`src/rtl/matched_filter_mac.sv`:
```
// matched_filter_mac: serial-coefficient FIR filter computing each output with one time-multiplexed MAC
module matched_filter_mac #(
  parameter int LENGTH = 20,
  parameter int DATA_WIDTH = 8,
  parameter int OUT_WIDTH = 21
) (
  input  logic                  clock,
  input  logic                  reset,
  input  logic [DATA_WIDTH-1:0] coefficientIn,
  input  logic                  coefficientValid,
  input  logic [DATA_WIDTH-1:0] dataIn,
  input  logic                  dataInValid,
  output logic                  dataInReady,
  output logic                  coefficientsLoaded,
  output logic [OUT_WIDTH-1:0]  dataOut,
  output logic                  dataOutValid
);
  localparam logic [1:0] LOAD = 2'd0, WAIT = 2'd1, MAC = 2'd2;
  localparam int IW = $clog2(LENGTH);
  localparam logic [IW-1:0] LAST = IW'(LENGTH - 1);
  logic [1:0] state_q, state_d;
  logic signed [DATA_WIDTH-1:0] coeff_q [LENGTH];
  logic signed [DATA_WIDTH-1:0] coeff_d [LENGTH];
  logic signed [DATA_WIDTH-1:0] x_q [LENGTH];
  logic signed [DATA_WIDTH-1:0] x_d [LENGTH];
  logic signed [OUT_WIDTH-1:0] acc_q, acc_d, out_q, out_d, sum;
  logic signed [2*DATA_WIDTH-1:0] prod;
  logic [IW-1:0] k_q, k_d, i_q, i_d;
  logic valid_q, valid_d, loaded_q, loaded_d;
  assign prod = coeff_q[i_q] * x_q[i_q];
  assign sum = acc_q + OUT_WIDTH'(prod);
  assign dataInReady = state_q == WAIT;
  assign coefficientsLoaded = loaded_q;
  assign dataOut = out_q;
  assign dataOutValid = valid_q;
  always_comb begin
    state_d = state_q;
    coeff_d = coeff_q;
    x_d = x_q;
    acc_d = acc_q;
    out_d = out_q;
    k_d = k_q;
    i_d = i_q;
    valid_d = 1'b0;
    loaded_d = loaded_q;
    if (state_q == LOAD) begin
      if (coefficientValid) begin
        coeff_d[k_q] = coefficientIn;
        k_d = k_q + 1'b1;
        if (k_q == LAST) begin
          state_d = WAIT;
          loaded_d = 1'b1;
        end
      end
    end else if (state_q == WAIT) begin
      if (dataInValid) begin
        for (int j = 1; j < LENGTH; j++) x_d[j] = x_q[j-1];
        x_d[0] = dataIn;
        acc_d = '0;
        i_d = '0;
        state_d = MAC;
      end
    end else if (state_q == MAC) begin
      acc_d = sum;
      i_d = i_q + 1'b1;
      if (i_q == LAST) begin
        out_d = sum;
        valid_d = 1'b1;
        state_d = WAIT;
      end
    end else begin
      // illegal encoding: wipe everything so a fresh load is required
      for (int j = 0; j < LENGTH; j++) begin
        coeff_d[j] = '0;
        x_d[j] = '0;
      end
      acc_d = '0;
      out_d = '0;
      k_d = '0;
      i_d = '0;
      loaded_d = 1'b0;
      state_d = LOAD;
    end
  end
  always_ff @(posedge clock or posedge reset) begin
    if (reset) begin
      state_q <= LOAD;
      for (int j = 0; j < LENGTH; j++) begin
        coeff_q[j] <= '0;
        x_q[j] <= '0;
      end
      acc_q <= '0;
      out_q <= '0;
      k_q <= '0;
      i_q <= '0;
      valid_q <= 1'b0;
      loaded_q <= 1'b0;
    end else begin
      state_q <= state_d;
      coeff_q <= coeff_d;
      x_q <= x_d;
      acc_q <= acc_d;
      out_q <= out_d;
      k_q <= k_d;
      i_q <= i_d;
      valid_q <= valid_d;
      loaded_q <= loaded_d;
    end
  end
endmodule
```
`config.mk`:
```
export PLATFORM = sky130hd
export DESIGN_NAME = matched_filter_mac
export DESIGN_NICKNAME = d
export VERILOG_FILES = /design/src/rtl/matched_filter_mac.sv
export SDC_FILE = /design/constraint.sdc
export NUM_CORES = 1
export LEC_CHECK = 0
export CORE_MARGIN = 2
export CORE_UTILIZATION = 60
export CTS_BUF_LIST = sky130_fd_sc_hd__clkbuf_8
export DETAILED_ROUTE_END_ITERATION = 8
export PLACE_DENSITY = 0.76
export SYNTH_ARGS = -nofsm -noshare
export SYNTH_HDL_FRONTEND = slang
export SYNTH_SLANG_ARGS = --single-unit
```
`constraint.sdc`:
```
create_clock -name clock -period 20.6 [get_ports clock]
set_clock_uncertainty 0.05 [all_clocks]
set_input_delay 4.12 -clock clock [delete_from_list [all_inputs] [get_ports clock]]
set_output_delay 4.12 -clock clock [all_outputs]
set_load 0.02 [all_outputs]
```
==> flow_summary.yaml <==
outcome:
  run_status: "completed"
timing:
  timing.fmax_mhz: 135
  worst_pin_slew_ns: 1.21
  finalCriticalPeriod_ns: 7.42
  slew_violations: 0
  finalSetupViolations: 0
  finalSetupTns_ns: 0
  period_share: 0.360
  rsz0062_at_grt: "no"
  fin_ws_ns: 13.18
  maxSlewHeadroom: 0.190
  hold_viol: 0
clock_tree:
  clkSinkCount: 376
  cts_made_buffers: 61
  clockBufferDepth: 3
  insertion_delay_ns: 0.67
  postCtsHoldBufs: 0
  cts-root-buf: "clkbuf_8"
  htree_levels: 2
  clk_pin_slew_worst_paths_ns: 0.07
  post-cts-setup-buffer-count: 0
  cts_tree: "done"
  cts-resized-gates: 0
detailed_routing:
  first_iter_violations: 1394
  ant_nets: 0
  first_pass_iters: 6
  num_vias: 15400
  wl_per_cell_um: 18.8
  drc_errors: 0
  wirelength_mm: 47.2
  vias_per_cell: 6.10
critical_path:
  arrival_ns: 7.92
  cp_slowest_stage_delay_ns: 0.86
  cp_common_cell: "fa_1"
  path_buf_inv: 2
  worstPathRequired_ns: 21.10
  crit_type: "flip-flop to flip-flop"
  cp-start-kind: "flip-flop"
  crit_family: "adder cells"
  crit_slowest_cell: "dfrtp_4"
  crit_chain: "buf_4 > mux4_2 > mux2i_1 > o22ai_1 > o21ai_2 > nor2b_1 > buf_4 > fa_1 > fa_1 > fa_1 > fa_1 > ha_1 > ha_1 > a21o_1 > or3_1 > o211ai_1 > a21boi_0 > or2_2 > a221o_1"
  endpoint_kind: "flip-flop"
  crit_fanout: 45
global_route:
  busiest_layer: "met2"
  grt_start_max_net_pins: 191
  grt.total_usage: 0.274
  grt_pass1_vias: 15200
  antenna_found_initial: 0
  grt_use_met1: 0.385
  grt_pass1_wl_mm: 79.3
  grtUsageMet2: 0.442
  grtUsageMet3: 0.0359
  grt_overflow_total: 0
synth:
  ys_seq_area_frac: 0.449
  synth_cell_types: 60
  syn_area_um2: 21000
  synth-edff-count: 0
  ys_ff_latch: 376
  synth_area_per_cell_um2: 10.3
  postSynthCellCount: 2033
  synth_top_flop_cell: "dfrtp_1"
  synthArstFlopShare: 1.00
  synth_nets: 2202
  yosys_warnings: 0
placed_design:
  gp_congestion: 0.937
  placed_area_um2: 21500
  dp_hpwl_mm: 30.6
  dp_worst_setup_slack_ns: 13.20
  port_buffers: 43
floorplanning:
  die_h_um: 191
  coreArea_um2: 34500
  die_w_um: 191
  start_util: 0.608
  ioPinCount: 44
  die-area_um2: 36400
  rows: 68
layout:
  mostFrequentLayoutCell: "dfrtp_1"
  area_delta_synth_final_pct: 8.37
  fin_util: 0.659
  nets: 2181
  n_antenna_cell: 0
  layout_common_cells: "dfrtp_1 (374), nand2_1 (372), nand3_1 (332)"
  layout-drive-gt1-share: 0.101
  fin_area_um2: 22700
run:
  maxCapViolations: 0
pwr:
  sw_frac_of_total: 0.434
  sequentialPowerShare: 0.337
  internal_power_mw: 1.40
  finalPower_mw: 2.47
  clkPwrFrac: 0.261
  power_density_nw_per_um2: 109
  p_leak_nw: 11.0
  peakVddDrop_uv: 101
  switching_power_mw: 1.07
  power_frac_comb: 0.402
min_path:
  hold_class: "flip-flop to flip-flop"
[sequential cells by signal, indices dropped and copies added (netlist names)]
name / flops
i_q: 5
acc_q: 21
k_q: 5
coefficientsLoaded: 1
state_q: 2
x_q: 160
coeff_q: 160
dataOutValid: 1
dataOut: 21
[power by group through the flow]
stage	Combinational (mW)	Clock (mW)	Sequential, mW
floorplan	0.764	0	0.827
global placement	0.958	0	0.843
detailed placement	0.980	0	0.845
CTS	0.984	0.656	0.833
global route	1.09	0.690	0.840
finish	0.993	0.645	0.833
[routing by layer]
metal / vias to the layer above / routed length (µm)
met5: - / 0
met4: 0 / 1300
met3: 89 / 2410
met2: 487 / 22900
met1: 7772 / 20600
li1: 7005 / -
[metrics by stage]
| step | hold slack (ns) | cells |
|---|---|---|
| finish | 0.410 | 2517 |
| floorplan | 0.384 | 2033 |
| global placement | 0.395 | 2404 |
| global route | 0.448 | 2517 |
| detailed placement | 0.401 | 2404 |
| CTS | 0.415 | 2517 |
[path summary, 6_finish.rpt]
path | startpoint | endpoint | slack, ns | cells after the start
setup / recovery | i_q[1] | dataOut[14] | 13.18 | 19
hold / removal | x_q[7] | x_q[7] | 0.41 | 2
setup reg to reg | i_q[1] | dataOut[14] | 13.18 | 19
hold reg to reg | x_q[7] | x_q[7] | 0.41 | 2
max in group asynchronous | reset | coeff_q[38] | 14.93 | 3
min in group asynchronous | reset | x_q[0] | 3.99 | 2
[cell type report]
cell class                      instances  area, µm²
Clock buffer                           74       1020
Clock inverter                         39        203
Fill cell                            2629      11800
Inverter                              108        413
Multi-Input combinational cell       1405      10500
Sequential cell                       376       9420
Tap cell                              455        569
Timing Repair Buffer                   60        571
[kinds of logic after synthesis]
logic type	share of synthesized area
buf+inv	0.0505
xor+xnor	0.00836
flops	0.449
simple gates	0.172
compound gates	0.0933
mux	0.105
fa+ha+maj	0.122
[worst min-delay path, stage by stage (launching register included)]
cell     delay, ns
dfrtp_1       0.34
nand2_1       0.05
nand2_1       0.05
[cells in the mapped netlist, drive strengths merged, types with 5 or more instances]
master,instances,area share
o22ai,8,0.0024
xnor2,14,0.0059
nor3,9,0.0021
ha,57,0.034
nor2,56,0.010
o21a,5,0.0018
nand3,332,0.079
nor2b,8,0.0027
clkbuf,111,0.020
mux2,9,0.0048
buf,33,0.011
mux2i,15,0.0072
inv,108,0.019
mux4,85,0.093
a22o,36,0.015
nand2,372,0.067
nand2b,8,0.0024
a21oi,21,0.0050
a22oi,11,0.0064
dfrtp,376,0.45
xor2,6,0.0025
o21ai,192,0.046
nand4,5,0.0015
fa,92,0.088
or2,8,0.0024
a21o,9,0.0032
No activity file was read; power rests on OpenSTA's default activity.
